`src/rtl/fetch_ctrl.sv`:
```
// Front-end sequencer: arbitrates PC redirects against load-use stalls, data-memory
// freezes and debug halt, replays redirects that arrive while fetch is held, and counts events.
module fetch_ctrl #(
  parameter int              XLEN      = 32,
  parameter logic [XLEN-1:0] TRAP_VEC  = XLEN'(32'h0000_0100),
  parameter int              BOOT_HOLD = 2,
  parameter int              CNT_W     = 32
) (
  input  logic             clk,
  input  logic             reset,
  input  logic             trap_valid,
  input  logic             ex_redir_valid,
  input  logic [XLEN-1:0]  ex_redir_pc,
  input  logic             id_jump_valid,
  input  logic [XLEN-1:0]  id_jump_pc,
  input  logic             load_use,
  input  logic             dmem_busy,
  input  logic             dbg_halt_req,
  input  logic             dbg_resume,
  output logic             stall,
  output logic             pc_src,
  output logic [XLEN-1:0]  next_pc,
  output logic             if_id_stall,
  output logic             if_id_flush,
  output logic             id_ex_flush,
  output logic             pipe_freeze,
  output logic             dbg_halted,
  output logic [CNT_W-1:0] stall_cnt,
  output logic [CNT_W-1:0] redir_cnt
);

  // Interface contract: trap_valid, ex_redir_valid, id_jump_valid and dbg_resume are
  // one-cycle pulses with no back-pressure, so a pulse that cannot be applied must be
  // captured the same cycle; load_use, dmem_busy and dbg_halt_req are levels sampled
  // every cycle. All fetch/pipeline controls are combinational so fetch acts at the
  // same edge.

  typedef enum logic [1:0] {
    S_BOOT = 2'd0,
    S_RUN  = 2'd1,
    S_HALT = 2'd2
  } state_t;

  // Numeric order is the arbitration order; P_NONE doubles as "pending empty".
  typedef enum logic [1:0] {
    P_NONE = 2'd0,
    P_JUMP = 2'd1,
    P_EX   = 2'd2,
    P_TRAP = 2'd3
  } prio_t;

  localparam logic [3:0]       BOOT_LAST = 4'(BOOT_HOLD - 1);
  localparam logic [CNT_W-1:0] CNT_MAX   = {CNT_W{1'b1}};

  state_t          state_q;
  logic [3:0]      boot_cnt_q;
  prio_t           pend_prio_q;
  logic [XLEN-1:0] pend_pc_q;
  logic            halted_q;
  logic [CNT_W-1:0] stall_cnt_q;
  logic [CNT_W-1:0] redir_cnt_q;

  prio_t           pulse_prio;
  logic [XLEN-1:0] pulse_pc;
  prio_t           src_prio;
  logic [XLEN-1:0] src_pc;
  logic            apply;
  logic            held;
  logic            capture;

  // Highest-priority pulse arriving this cycle.
  always_comb begin
    pulse_prio = P_NONE;
    pulse_pc   = '0;
    if (trap_valid) begin
      pulse_prio = P_TRAP;
      pulse_pc   = TRAP_VEC;
    end else if (ex_redir_valid) begin
      pulse_prio = P_EX;
      pulse_pc   = ex_redir_pc;
    end else if (id_jump_valid) begin
      pulse_prio = P_JUMP;
      pulse_pc   = id_jump_pc;
    end
  end

  // Any live pulse outranks whatever is pending, so pending only wins when no pulse is present.
  always_comb begin
    src_prio = pend_prio_q;
    src_pc   = pend_pc_q;
    if (pulse_prio != P_NONE) begin
      src_prio = pulse_prio;
      src_pc   = pulse_pc;
    end
  end

  assign apply   = (state_q == S_RUN) && !dmem_busy && (src_prio != P_NONE);
  assign held    = ((state_q == S_RUN) && dmem_busy) || (state_q == S_HALT);
  assign capture = held && (pulse_prio != P_NONE) && (pulse_prio >= pend_prio_q);

  // next_pc is driven to zero whenever no redirect is issued.
  always_comb begin
    stall       = 1'b0;
    pc_src      = 1'b0;
    next_pc     = '0;
    if_id_stall = 1'b0;
    if_id_flush = 1'b0;
    id_ex_flush = 1'b0;
    pipe_freeze = 1'b0;
    case (state_q)
      S_RUN: begin
        if (dmem_busy) begin
          stall       = 1'b1;
          if_id_stall = 1'b1;
          pipe_freeze = 1'b1;
        end else if (src_prio != P_NONE) begin
          pc_src      = 1'b1;
          next_pc     = src_pc;
          if_id_flush = 1'b1;
          id_ex_flush = (src_prio >= P_EX);
        end else if (load_use) begin
          stall       = 1'b1;
          if_id_stall = 1'b1;
          id_ex_flush = 1'b1;
        end
      end
      S_HALT: begin
        stall       = 1'b1;
        if_id_stall = 1'b1;
        pipe_freeze = 1'b1;
      end
      default: begin
        stall       = 1'b1;
        if_id_stall = 1'b1;
      end
    endcase
  end

  always_ff @(posedge clk or posedge reset) begin
    if (reset) begin
      state_q     <= S_BOOT;
      boot_cnt_q  <= '0;
      pend_prio_q <= P_NONE;
      pend_pc_q   <= '0;
      halted_q    <= 1'b0;
      stall_cnt_q <= '0;
      redir_cnt_q <= '0;
    end else begin
      case (state_q)
        S_BOOT: begin
          boot_cnt_q <= boot_cnt_q + 4'd1;
          if (boot_cnt_q == BOOT_LAST) begin
            state_q <= S_RUN;
          end
        end
        S_RUN: begin
          if (apply) begin
            pend_prio_q <= P_NONE;
          end else if (capture) begin
            pend_prio_q <= pulse_prio;
            pend_pc_q   <= pulse_pc;
          end
          // A redirect in the same cycle is applied first; halt waits one cycle.
          if (!dmem_busy && !apply && dbg_halt_req) begin
            state_q  <= S_HALT;
            halted_q <= 1'b1;
          end
        end
        S_HALT: begin
          if (capture) begin
            pend_prio_q <= pulse_prio;
            pend_pc_q   <= pulse_pc;
          end
          if (dbg_resume) begin
            state_q  <= S_RUN;
            halted_q <= 1'b0;
          end
        end
        default: begin
          state_q  <= S_BOOT;
          halted_q <= 1'b0;
        end
      endcase

      if (stall && (state_q != S_BOOT) && (stall_cnt_q != CNT_MAX)) begin
        stall_cnt_q <= stall_cnt_q + 1'b1;
      end
      if (pc_src && (redir_cnt_q != CNT_MAX)) begin
        redir_cnt_q <= redir_cnt_q + 1'b1;
      end
    end
  end

  assign dbg_halted = halted_q;
  assign stall_cnt  = stall_cnt_q;
  assign redir_cnt  = redir_cnt_q;

  a_redirect_not_stalled: assert property (@(posedge clk) disable iff (reset) pc_src |-> !stall);
  a_no_redirect_in_boot: assert property (@(posedge clk) disable iff (reset)
    (state_q == S_BOOT) |-> !pc_src);

endmodule

```
`config.mk`:
```
export PLATFORM = sky130hd
export DESIGN_NAME = fetch_ctrl
export DESIGN_NICKNAME = d
export VERILOG_FILES = /design/src/rtl/fetch_ctrl.sv
export SDC_FILE = /design/constraint.sdc
export NUM_CORES = 1
export LEC_CHECK = 0
export ABC_AREA = 1
export CORE_MARGIN = 4
export CORE_UTILIZATION = 35
export DETAILED_ROUTE_END_ITERATION = 10
export PLACE_DENSITY = 0.63
export SLEW_MARGIN = 5
export SYNTH_ARGS = -nofsm -noshare
export SYNTH_HDL_FRONTEND = slang
export SYNTH_SLANG_ARGS = --single-unit
```
`constraint.sdc`:
```
create_clock -name clk -period 3.2 [get_ports clk]
set_input_delay 0.64 -clock clk [delete_from_list [all_inputs] [get_ports clk]]
set_output_delay 0.64 -clock clk [all_outputs]
set_load 0.01 [all_outputs]
```
# Word level (Yosys, flattened, before mapping)
# Index checks and enable logic that the tools add are counted.
[op_classes]
bitwise_logic = 1
magnitude_cmp = 2
n_reduce_logical = 21
mux = 36
n_addsub = 3
n_eq_ne = 9
[op_table]
columns = ["cell", "n"]
rows = [
  ["2-to-1 mux 32 bit", 9],
  ["adder 32 x 1 -> 32 bit, second input constant", 2],
  ["inequality test 32 bit, second input constant", 2],
  ["one-hot mux 32 bit (2 select lines)", 1],
  ["2-to-1 mux 2 bit", 8],
  ["2-to-1 mux 1 bit", 14],
  ["logical AND 1 bit", 10],
  ["nonzero test 2 bit", 4],
  ["inequality test 2 bit, second input constant", 3],
  ["one-hot mux 2 bit (3 select lines)", 1],
  ["AND reduction 3 bit", 2],
  ["adder 4 x 1 -> 4 bit, second input constant", 1],
  ["== test 4 x 1 -> 1 bit, second input constant", 1],
  ["one-hot mux 2 bit (2 select lines)", 1],
  ["one-hot mux 1 bit (3 select lines)", 1],
  ["== test 2 x 1 -> 1 bit, second input constant", 1],
  ["== test 2 bit, second input constant", 1],
  [">= comparator 2 bit", 1],
  [">= comparator 2 bit, second input constant", 1],
  ["logical NOT 1 bit", 2],
  ["logical NOT 2 bit", 1],
  ["inequality test 2 x 1 -> 1 bit, second input constant", 1],
  ["one-hot mux 1 bit (2 select lines)", 1],
  ["AND reduction 2 bit", 1],
  ["2 further kinds", 2],
]
[totals]
reg_bits = 105
out_inout_bits = 103
elab_cells = 79
inputBits = 73

# Logic depth before layout (Yosys ltp)
# Gate-level depths: netlist of run 1.
[depth]
depth_word = 12
mapped_depth = 12

# Worst setup path before layout of run 1
# OpenSTA, ideal clock, no wires.
[synth_path]
path_type = "input-to-reg"
start = "in ex_redir_valid"
end = "reg pend_pc_q[10]"
setup_slack_ps = 775
stages = 11
t_arrival_ps = 2342
required_time_ps = 3117
path_cell_list = "buf_4 > nor2_1 > buf_2 > nor2_1 > ha_1 > o21ai_0 > nand2_1 > nand3_2 > buf_1 > nand2_1 > o21ai_0"
[synth_between]
elab_chain_cells = 8
word_cells_on_any_way = 16
[synth_rtl]
columns = ["element", "line_no", "source"]
rows = [
  ["start, declared", "12", "input logic ex_redir_valid,"],
  ["parallel branches: the longest is 8 deep, another holds >= comparator 2 bit", "n/a", ""],
  ["end signal, assigned", "161", "pend_pc_q <= pulse_pc;"],
  ["end signal, assigned", "172", "pend_pc_q <= pulse_pc;"],
  ["end, declared", "58", "logic [XLEN-1:0] pend_pc_q;"],
]
# Parallel ways; which one is timed is not known. The select of a mux whose other input is x is not followed.
# A chain may end at the register's enable or synchronous reset.

# Worst setup path after layout of run 1
[layout_path]
start = "in ex_redir_valid"
end = "out next_pc[1]"
[layout_between]
elab_chain_cells = 8
word_cells_on_any_way = 11
[layout_rtl]
columns = ["element", "line_no", "source"]
rows = [
  ["2-to-1 mux 2 bit", "78", "end else if (ex_redir_valid) begin"],
  ["2-to-1 mux 2 bit", "75", "if (trap_valid) begin"],
  ["nonzero test 2 bit", "91", "if (pulse_prio != P_NONE) begin"],
  ["2-to-1 mux 2 bit", "91", ""],
  ["nonzero test 2 bit", "116", "end else if (src_prio != P_NONE) begin"],
  ["2-to-1 mux 32 bit *", "116", ""],
  ["2-to-1 mux 32 bit *", "112", "if (dmem_busy) begin"],
  ["2-to-1 mux 32 bit *", "110", "case (state_q)"],
  ["end, declared", "22", "output logic [XLEN-1:0] next_pc,"],
]
# Every way passes the cells marked *; elsewhere a longest branch is shown, timed or not.

==> impl_results.md, run 1 <==
* Outcome: finished, final reports clean
* Grt peak-use layer: met2
* Max_slew headroom at 0.5111
* Num CTS Buffers at 9
* H-tree levels at 3
* Fmax at between 0.3 and 0.4 GHz
* DRT iter0 DRCs at roughly 370
* CP dominant cell by count: clkdlybuf4s50_1
* Post-CTS sizing at 3
* Footprint of the multi-input gates at a little under 4000 um2
* Worst Path Arrival at ~2500 ps
* 1st-pass router iterations at 5
* YS warnings at 0
* CTS tree: built
* Worst Setup Start Kind: input pin
* Vias at 7021
* Residual DRC at 0
* Largest area contributor in the netlist: dfrtp_1
* # nets final at roughly 1300
* Clock Skews at around 11 ps
* Final Total Pwr at around 0.0047 W
* Maximum vdd ir drop at between 200 and 300 uV
* Register area share after synthesis at 0.3740
* Post-route setup slack at 29.51 ps
* Synthesized area per cell at between 6 and 7 um2
* FFs w/ async S/R, synth at 1.000
* Initial core utilization at 0.3586
* Reg area at approximately 2600 um2
* Core area at roughly 20000 um2
* First-pass GRT wire length at about 33000 um
* Most common cell in the netlist: nand2_1
* Placed cells at roughly 1500
* Kind of critical path: in2out
* Final Hold Fails at 0
* Tmin final at 3170 ps
* Netlist cell types at 30
* Setup violations, final at 0
* Buffer levels on the longest clock path at 2
* Worst-path cell chain: clkdlybuf4s50_1 > buf_4 > nor2_2 > buf_12 > a22o_1 > nand2_1 > a21oi_1 > clkdlybuf4s50_1
* CP required at approximately 2600 ps
* Detail Route Antenna Nets at 0
* M3 GR Usage at 0.04634
* Drt wl/cell at between 10 and 15 um
* DP Worst Slack at -9.030 ps
* Max Cap Violations at 0
* Post-synth top area share at 0.3740
* Leakage power at 4.685 nW
* Top-Level Pins at ~180
* Final HPWL DP at around 15000 um
* Layout area overhead at 34.92%
* Ys flop type: dfrtp_1
* Setup bufs post-CTS at 0
* Syn Inst Count at around 1000
* Final WL at 20070 um
* Die W at ~150 um
* Die area at between 20000 and 25000 um2
* Clk_lat worst skew at 350 ps
* Met2 Use GR at 0.3014
* Top cells by area, synth: dfrtp_1, nand2_1, nor2_1, o21ai_0, a22o_1
* Slowest cell on the critical path: clkdlybuf4s50_1
* Max Slew Vio Count at 0
* CP max stage delay at approximately 550 ps
* Worst Tran Pin Value at roughly 730 ps
* Type of the most critical hold path: reg2reg
* Final worst-path cycle share at 0.9908
* RSZ-0062 raised after global routing: true
* Vias per cell at around 4.7
* Critical Path Fanout Max at 32
* Row Count at a little over 50
* Finished Cell Area at approximately 9500 um2
* Die Y at approximately 150 um
* Post-synth EDFFs at 0
* Largest net degree at the start of global routing at 56
* Commonest cells in the netlist: nand2_1, nor2_1, dfrtp_1
* # hold bufs at CTS at 0
* CTS sink count at between 100 and 150
* Ant diodes at 0
* Overall Global Routing Usage at 0.1829
* Crit path capture type: output pin
* Fill cell total of the finished layout at 1949
* Initial antenna violation count at 0
* Root buffer cell: clkbuf_16
* Non-Filler Instances at 1490
* Area after DPL at just over 9000 um2
* Placer congestion estimate at just under 0.9
* Clock-pin slew on the worst setup and hold paths at 70 ps
* Vias in the first global route at around 6700
* Net count after synthesis at about 1100
* Cell area power density at around 500 nW/um2
* Remaining Overflow, GRT at 0
* PortBufs at ~180
* M1 GR Usage at 0.2424
* Post-synthesis register bit count at 105
* Share of post-route cells with drive strength above 1 at 0.05388
* Mapped cell area at 7025 um2
-- cell type report --
cell class | instances | share of cell area
Clock buffer | 12 | 0.02600
Clock inverter | 4 | 0.005544
Inverter | 74 | 0.03023
Multi-Input combinational cell | 829 | 0.4071
Sequential cell | 105 | 0.2772
Tap cell | 265 | 0.03498
Timing Repair Buffer | 201 | 0.2190
-- where the power goes --
part	internal, W	switching, W
Clock	0.000630	0.000505
Combinational	0.000719	0.00101
Sequential	0.00163	0.000243
Total	0.00298	0.00176
-- kinds of logic (layout without fill, tap and decap cells) --
kind of cell | after synthesis | in the layout | synth area share
AOI/OAI and AO/OA | 143 | 143 | 0.1195
xor gates and xnor gates | 34 | 34 | 0.04239
adders and majority gates | 11 | 11 | 0.01959
buffers and inverters | 115 | 291 | 0.07747
DFF | 105 | 105 | 0.3740
and+or+nand+nor | 641 | 641 | 0.3671
-- per-layer routing --
layer,routed length (um),vias to the layer above
met5,0,-
met4,252,0
met3,1363,18
met2,9321,168
met1,9127,3177
li1,-,3658
-- critical path: cells and delay by family --
family	cells	cell delay [ps]
AO/OA/AOI/OAI	2	280
buffers and inverters	4	1360
AND/OR/NAND/NOR	2	250
-- sequential cells by signal, indices dropped and copies added (netlist names) --
signal	cells
state_q	2
dbg_halted	1
redir_cnt	32
pend_pc_q	32
boot_cnt_q	4
stall_cnt	32
pend_prio_q	2
-- cell usage in the layout, fill, tap and decap left out, drive strengths merged, types with 2 or more instances in the layout --
| cell type | n |
|---|---|
| a21oi | 37 |
| a22o | 31 |
| a31oi | 2 |
| buf | 26 |
| clkbuf | 12 |
| clkdlybuf4s50 | 144 |
| clkinvlp | 4 |
| dfrtp | 105 |
| dlygate4sd2 | 3 |
| dlymetal6s2s | 28 |
| ha | 11 |
| inv | 73 |
| nand2 | 470 |
| nand3 | 39 |
| nand4 | 6 |
| nor2 | 125 |
| o21ai | 71 |
| xnor2 | 10 |
| xor2 | 24 |
-- final timing paths --
kind / slack (ps) / from / to / cells after the start
min reg2reg: 480 / boot_cnt_q[3] / boot_cnt_q[3] / 1
max reg2reg: 1000 / stall_cnt[0] / stall_cnt[9] / 9
max: 30 / ex_redir_valid / next_pc[1] / 8
min in group asynchronous: 850 / reset / stall_cnt[21] / 3
min: 480 / boot_cnt_q[3] / boot_cnt_q[3] / 1
max in group asynchronous: 1820 / reset / pend_pc_q[9] / 3
-- per-stage QoR --
step / hold WS, ps / util / setup TNS [ps]
final: 476.8 / 0.4839 / 0
after global routing: 497.3 / 0.4839 / -42.47
after CTS: 484.2 / 0.4803 / 0
after detailed placement: 467.1 / 0.4652 / -9.030
after global placement: 463.7 / 0.4652 / -4.958
after floorplan: 446.4 / - / 0
(Power assumes the default switching activity.)
==> run 2: changes to the inputs <==
--- a/config.mk
+++ b/config.mk
@@ -10,7 +10,7 @@
 export CORE_UTILIZATION = 35
 export DETAILED_ROUTE_END_ITERATION = 10
 export PLACE_DENSITY = 0.63
-export SLEW_MARGIN = 5
+export SLEW_MARGIN = 20
 export SYNTH_ARGS = -nofsm -noshare
 export SYNTH_HDL_FRONTEND = slang
 export SYNTH_SLANG_ARGS = --single-unit
==> results of run 2 <==
Final layout, timing and power as in run 1 (identical DEF).
==> run 3: changes to the inputs <==
--- a/config.mk
+++ b/config.mk
@@ -9,7 +9,7 @@
 export CORE_MARGIN = 4
 export CORE_UTILIZATION = 35
 export DETAILED_ROUTE_END_ITERATION = 10
-export PLACE_DENSITY = 0.63
+export PLACE_DENSITY = 0.61
 export SLEW_MARGIN = 20
 export SYNTH_ARGS = -nofsm -noshare
 export SYNTH_HDL_FRONTEND = slang
==> constraint.sdc (replaced) <==
create_clock -name clk -period 4 [get_ports clk]
set_input_delay 0.8 -clock clk [delete_from_list [all_inputs] [get_ports clk]]
set_output_delay 0.8 -clock clk [all_outputs]
set_load 0.01 [all_outputs]
==> run 3 against run 2 <==
Via count is 0.51% lower. Worst setup slack better by 190 ps. Non-clock buffer count is 17 lower. Worst hold slack better by 3.8 ps. Global-route usage is 0.30 points higher. Cell count is 1.1% lower. Clock-buffer cell count is 3 higher. Critical endpoint is now next_pc[26]. Largest cell class unchanged. Largest power group unchanged. Highest routed layer unchanged.
==> impl_results.md, run 3 (synthesis gave the netlist of run 1 again) <==
* Area after DPL at 8947 um2 (-1.8%)
* Most common cell after layout, fill and taps aside: nand2_1
* Critical Path Fanout Max at 36 (+13%)
* Switching share of power at 0.3790 (+0.007872)
* Clock power frac at 0.239 (about the same)
* R2R setup slack at 1660 ps (+660 ps)
* Die Y at 149.7 um (unchanged)
* Flop pwr share at 0.409 (+0.013)
* CTS sink count at 105 (unchanged)
* Overall Global Routing Usage at 0.1859 (+0.003030)
* Top-Level Pins at 176 (unchanged)
* Fmax at roughly 0.26 GHz
* Setup violations, final at 0 (unchanged)
* Die W at 149.7 um (unchanged)
* Vias at 6985 (-0.51%)
* Setup bufs post-CTS at 0 (unchanged)
* Worst Setup Start Kind: input pin
* CP required at 3200 ps (+640 ps)
* Largest net degree at the start of global routing at 65 (+16%)
* Maximum vdd ir drop at 208.1 uV (-25%)
* Final WL at 20770 um (+3.5%)
* Worst Tran Pin Value at 758.1 ps (+24.79 ps)
* Hold EP: boot_cnt_q[3]
* CTS tree: built
* RSZ-0062 raised after global routing: false
* Vias per cell at 4.742 (+0.64%)
* Clk_lat worst skew at 350 ps (about the same)
* Outcome: finished, final reports clean
* Max Cap Violations at 0 (unchanged)
* Max Slew Vio Count at 0 (unchanged)
* Ant diodes at 0 (unchanged)
* Layout area overhead at 31.58%
* Gate power share at 0.352 (-0.013)
* Remaining Overflow, GRT at 0 (unchanged)
* Vias in the first global route at 6609 (-0.80%)
* Root buffer cell: clkbuf_16
* PortBufs at 175 (unchanged)
* DRT iter0 DRCs at 364 (-0.55%)
* Most frequent cells in the layout: nand2_1, clkdlybuf4s50_1, nor2_1
* Initial antenna violation count at 0 (unchanged)
* 1st-pass router iterations at 5 (unchanged)
* Cell area power density at 403.9 nW/um2 (-19%)
* Placer congestion estimate at 0.8668 (-0.18%)
* Setup TNS Final at 0 ps (unchanged)
* H-tree levels at 3 (unchanged)
* Initial core utilization at 0.3586 (unchanged)
* Row Count at 51 (unchanged)
* R2R depth at 11 (+2)
* RR Endpoint: redir_cnt[26]
* Final worst-path cycle share at 0.9445
* Reg2reg start: state_q[1]
* Tmin final at 3778 ps
* Clock Skews at 11.43 ps (+0.7419 ps)
* Drt wl/cell at 14.10 um (+4.7%)
* Worst Hold Launch: boot_cnt_q[3]
* Max_slew headroom at 0.4934 (-0.01772)
* Residual DRC at 0 (unchanged)
* # nets final at 1287 (-1.3%)
* Num CTS Buffers at 9 (unchanged)
* Worst Path Arrival at 2980 ps (+450 ps)
* Kind of critical path: in2out
* Final HPWL DP at 15570 um (+2.7%)
* Psw at 0.001415 W (-20%)
* Crit path capture type: output pin
* Hold slack at 480.5 ps (+3.751 ps)
* Type of the most critical hold path: reg2reg
* Die area at 22400 um2 (unchanged)
* Leakage power at 4.072 nW (-13%)
* Clock-pin slew on the worst setup and hold paths at 70 ps (about the same)
* Core area at 19590 um2 (unchanged)
* First-pass GRT wire length at 33730 um (+1.4%)
* Worst Hold Depth at 1 (unchanged)
* Share of post-route cells with drive strength above 1 at 0.04056 (-0.01331)
* Finished Cell Area at 9244 um2 (-2.5%)
* DP Worst Slack at 118.7 ps (+127.7 ps)
* Buffer levels on the longest clock path at 2 (unchanged)
* Post-route setup slack at 221.9 ps (+192.4 ps)
* Detail Route Antenna Nets at 0 (unchanged)
* P_int at 0.002319 W (-22%)
* Final Hold Fails at 0 (unchanged)
## run 3: changes by cell type in the layout (fill, tap and decap cells not counted), moves of 3 or more
| cell | delta |
|---|---|
| clkinvlp_4 | -3 |
| dlymetal6s2s_1 | -28 |
| buf_4 | -14 |
| dlygate4sd2_1 | -3 |
| clkdlybuf4s50_1 | +31 |
| clkbuf_8 | +3 |
| buf_12 | -3 |
## run 3: worst max path at each step
stage / from / endpoint / slack, ps
global placement: ex_redir_valid / next_pc[8] / 210
finish: ex_redir_valid / next_pc[26] / 220
detailed placement: ex_redir_valid / next_pc[3] / 120
CTS: ex_redir_valid / next_pc[3] / 100
floorplan: reset / boot_cnt_q[0] / 440
global route: ex_redir_valid / next_pc[3] / 60
## run 3: metrics by stage
step                power (W)  cells    util
floorplan            0.002456   1049       -
global placement     0.002861   1457  0.4567
detailed placement   0.002874   1457  0.4567
CTS                  0.003789   1473  0.4718
global route         0.004039   1473  0.4719
finish               0.003734   1473  0.4719
## run 3: worst max-delay path: stages
cell and delay, ps:
clkdlybuf4s50_1 620, nor2_4 80, nand3_1 130, nand2_1 80, clkinv_2 320, o21ai_0 200
a21oi_1 170, clkdlybuf4s50_1 550
## run 3: power by group through the flow
| stage | clock network, W | registers [W] | logic, W |
|---|---|---|---|
| global placement | 0 | 0.00156 | 0.00130 |
| floorplan | 0 | 0.00148 | 0.000971 |
| detailed placement | 0 | 0.00153 | 0.00134 |
| CTS | 0.000926 | 0.00152 | 0.00134 |
| global route | 0.000979 | 0.00156 | 0.00150 |
| finish | 0.000893 | 0.00153 | 0.00131 |
## run 3: area by class of cell
type / count / area [um2]
well taps: 265 / 331.6
clock inverters: 1 / 7.507
flip-flops and latches: 105 / 2628
repair buffers: 184 / 1844
inverters: 74 / 286.5
clock buffers: 15 / 287.8
fillers: 2041 / 10350
multi-input cells: 829 / 3859
## run 3: layer usage
metal | global-route usage | wire (um)
met4 | 0.05489 | 279
met1 | 0.2508 | 9782
met2 | 0.2989 | 9376
met3 | 0.04300 | 1336
met5 | 0 | 0
## run 3: timing repair
item / 4_1_cts / 5_1_grt
setup endpoints to repair: 0 / 8
hold endpoints to repair: 0 / 0
hold buffers: 0 / 0
resized for setup: 0 / 1
==> variant 1: new RTL, settings of run 1 <==
`CNT_W`: 32 -> 48.
--- a/src/rtl/fetch_ctrl.sv
+++ b/src/rtl/fetch_ctrl.sv
@@ -4,7 +4,7 @@
   parameter int              XLEN      = 32,
   parameter logic [XLEN-1:0] TRAP_VEC  = XLEN'(32'h0000_0100),
   parameter int              BOOT_HOLD = 2,
-  parameter int              CNT_W     = 32
+  parameter int              CNT_W     = 48
 ) (
   input  logic             clk,
   input  logic             reset,
Ports: changed (resized redir_cnt and stall_cnt); port bits go from 176 to 208. The function was not compared with the original's and may differ.
==> variant 1 against run 1 <==
  * Non-clock buffer count grew 72
  * Final cell count grew 35%
  * Clock skew increased by 0.0032 ns
  * Worst setup slack improved by 0.13 ns
  * Area after synthesis rose by 31%
  * Routed wire length up 50%
  * Count of clock-buffer cells in the layout rose by 6
  * Power rose by 28%
  * Final area is 35% higher
  * Sequential cell count up 32
  * Die area up 30%
==> variant 1: results <==
metrics = {
    "layout": {
        "fin_cells": 2012,
        "drive_gt1_frac": 0.07394,
        "finalNetCount": 1747,
        "final_core_util": 0.4913,
        "nFillCells": 2621,
    },
    "detailed_routing": {
        "post_drt_wl_per_cell_um": 15.00,
        "vias": 9897,
        "dr.max_layer_used": "met4",
        "wl_met1_um": 13570,
        "routed-wl-met3_um": 1591,
        "routed-wl-met2_um": 14270,
        "drt_iter0_drc": 710,
    },
    "cts": {
        "clock_latency_ns": 0.43,
        "cts_buffers": 17,
        "cts_resized": 6,
        "clk_pin_slew_ns": 0.06,
        "ctsHtreeMaxLevel": 4,
    },
    "place": {
        "place_area_um2": 12030,
        "post-dp-hpwl_um": 22340,
        "io_buffer_count": 207,
        "gp_congestion": 0.9468,
        "place_ws_ns": -0.1365,
    },
    "sta": {
        "hold_ws_ns": 0.4715,
        "post-route-period-util": 0.9517,
        "clock_skew_ns": 0.01388,
        "relSlewSlack": 0.4773,
    },
    "logic_synthesis": {
        "syn_nets": 1503,
        "synth_xor_area_frac": 0.03511,
        "syn_inst": 1420,
        "ys_seq_area_frac": 0.3715,
        "synth-compound-area-share": 0.09721,
        "synth_cell_types": 29,
        "synthAdderAreaFrac": 0.01356,
        "yosys-top-cells-count": "672 x nand2_1, 179 x nor2_1, 137 x dfrtp_1",
        "synth_area_leaders": "dfrtp_1 37%, nand2_1 27%, nor2_1 7.3%, o21ai_0 3.8%, a22o_1 2.9%",
    },
    "worst_hold_path": {
        "min_from": "boot_cnt_q[3]",
        "hold_depth": 1,
    },
    "global_routing": {
        "grt_pass1_vias": 9323,
        "gr-usage-met2": 0.3441,
        "grt_pass1_wl_um": 48330,
        "grt.total_usage": 0.2054,
        "grt_util_met1": 0.2719,
        "grt_max_degree": 138,
        "grtUsageMet3": 0.03531,
    },
    "outcome": {
        "status": "complete, no violations",
    },
    "power": {
        "ir_worst_vdd_mv": 0.3708,
        "netSwitchingPower_mw": 2.209,
        "power.leakage_nw": 6.010,
    },
    "critical_path": {
        "slowest_stage": "clkdlybuf4s50_1",
        "cpLargestDelayFamily": "buffers and inverters",
        "worstSetupEndpoint": "id_ex_flush",
        "critPathLaunch": "id_jump_valid",
        "cp_slowest_stage_delay_ns": 0.60,
        "worstPathArrival_ns": 2.41,
        "path_max_fanout": 3,
        "reg2reg_to": "stall_cnt[2]",
        "r2r_slack_ns": 0.66,
    },
}
variant 1: final cells by class:
type / instances / share of cell area
Tap cell: 335 / 0.03283
Sequential cell: 137 / 0.2685
Timing Repair Buffer: 273 / 0.2164
Clock inverter: 14 / 0.01098
Multi-Input combinational cell: 1161 / 0.4148
Inverter: 74 / 0.02205
Clock buffer: 18 / 0.03440
variant 1: worst register-to-register path, cell delays in order, from the launching register on:
cell and delay [ns]:
dfrtp_1 0.52, ha_1 0.37, inv_1 0.13, nor2_4 0.23, nand2_4 0.14, nor2_8 0.15, nand2_2 0.10, o21ai_4 0.13
buf_4 0.49, o21ai_0 0.16
variant 1: power groups by stage:
stage | Clock, mW | Sequential (mW) | Combinational [mW]
floorplan | 0 | 2.17 | 1.21
global placement | 0 | 2.22 | 1.87
detailed placement | 0 | 2.21 | 1.90
CTS | 2.02 | 2.19 | 1.89
global route | 2.09 | 2.22 | 2.13
finish | 1.96 | 2.19 | 1.90
==> variant 2: new RTL, flow settings as in run 1 <==
Without the edit above. The 3 states of `state_t` get a one-hot encoding in 3 bits.
--- a/src/rtl/fetch_ctrl.sv
+++ b/src/rtl/fetch_ctrl.sv
@@ -35,10 +35,10 @@
   // every cycle. All fetch/pipeline controls are combinational so fetch acts at the
   // same edge.
 
-  typedef enum logic [1:0] {
-    S_BOOT = 2'd0,
-    S_RUN  = 2'd1,
-    S_HALT = 2'd2
+  typedef enum logic [2:0] {
+    S_BOOT = 3'b001,
+    S_RUN  = 3'b010,
+    S_HALT = 3'b100
   } state_t;
 
   // Numeric order is the arbitration order; P_NONE doubles as "pending empty".
Behaviour: same outputs for any inputs over 4 cycles, from zero or initial values and one cycle with reset high; so few cycles prove little.
==> variant 2 against run 1 <==
  * Largest power group unchanged
  * Synthesized cell count up 5.2%
  * Final area up 0.61%
  * Worst setup slack better by 0.061 ns
  * Power down 5.5%
  * Sequential cell count up 1
  * Area after synthesis up 0.30%
  * Sequential share of layout area up 0.11 points
  * Clock power up 9.7%
  * Die area up 0.28%
  * Via count up 3.2%
  * Count of clock-buffer cells in the layout down 2
  * First-iteration DRC count up 13%
  * Routed wire length up 3.9%
==> variant 2: results <==
metrics = {
    "global_routing": {
        "grtUsageMet3": 0.05058,
        "grt.total_usage": 0.1913,
        "grt_max_degree": 107,
        "grt_pass1_wl_um": 34960,
        "grt_util_met1": 0.2547,
    },
    "critical_path": {
        "worstSetupEndpoint": "next_pc[11]",
        "path_max_fanout": 21,
        "reg2regPathDepth": 7,
        "worstPathArrival_ns": 2.47,
        "r2r_slack_ns": 0.94,
    },
    "detailed_routing": {
        "routed-wl-met2_um": 9347,
        "wl_met1_um": 9606,
        "drt_iter0_drc": 414,
    },
    "place": {
        "post-dp-hpwl_um": 15390,
        "placedCellCount": 1524,
        "place_ws_ns": -0.02146,
        "place_area_um2": 9149,
        "gp_congestion": 0.9028,
    },
    "outcome": {
        "status": "complete, no violations",
    },
    "sta": {
        "hold_ws_ns": 0.4750,
        "max_freq_mhz": 321.6,
    },
    "layout": {
        "fin_cells": 1540,
        "nFillCells": 2064,
        "finalNetCount": 1349,
    },
    "power": {
        "power.leakage_nw": 4.713,
    },
    "logic_synthesis": {
        "ys_seq_area_frac": 0.3766,
        "syn_inst": 1104,
        "synth_area_leaders": "dfrtp_1 37%, nand2_1 29%, nor2_1 5.9%, nand3_1 5.0%, o21ai_0 3.6%",
        "yosys-top-cells-count": "536 x nand2_1, 111 x nor2_1, 105 x dfrtp_1",
    },
}
-- variant 2: cell types whose count changed after synthesis, moves of 5 or more --
cell and delta:
nand2_1 +72, nand3_1 +33, a22o_1 -31, o21ai_0 -17, o21ai_1 +17, ha_1 -5
inv_1 -5, nor2_1 -5
-- variant 2: worst min-delay path by stage --
| stage | from | end | cells after the start |
|---|---|---|---|
| after floorplan | pend_pc_q[8] | pend_pc_q[8] | 2 |
| after global placement | pend_pc_q[6] | pend_pc_q[6] | 2 |
| after detailed placement | pend_pc_q[8] | pend_pc_q[8] | 2 |
| after CTS | boot_cnt_q[3] | boot_cnt_q[3] | 1 |
| after global routing | pend_pc_q[5] | pend_pc_q[5] | 2 |
| final | boot_cnt_q[3] | boot_cnt_q[3] | 1 |
-- variant 2: power by group --
part | leakage [nW] | switching [mW] | internal (mW)
Combinational | 3.12 | 0.817 | 0.584
Clock | 0.163 | 0.531 | 0.710
Sequential | 1.43 | 0.223 | 1.62
-- variant 2: cell type report --
cell class	count	area [um^2]	share of cell area
Inverter	69	269.0	0.02821
Tap cell	265	331.6	0.03477
Clock inverter	6	87.58	0.009184
Sequential cell	106	2654	0.2783
Multi-Input combinational cell	886	3870	0.4058
Timing Repair Buffer	198	2086	0.2187
Clock buffer	10	239.0	0.02506
-- variant 2: cell families after synthesis --
logic type,synth area share
simple gates,0.4189
buf+inv,0.07457
compound gates,0.07706
flops,0.3766
xor+xnor,0.04226
fa+ha+maj,0.01065
-- variant 2: worst max-delay path, stage by stage --
cell,delay [ns]
clkdlybuf4s50_1,0.52
nor2_4,0.07
nand3_1,0.11
nand2_1,0.09
clkinv_2,0.09
buf_12,0.15
o21ai_0,0.10
a21oi_1,0.13
clkdlybuf4s50_1,0.56
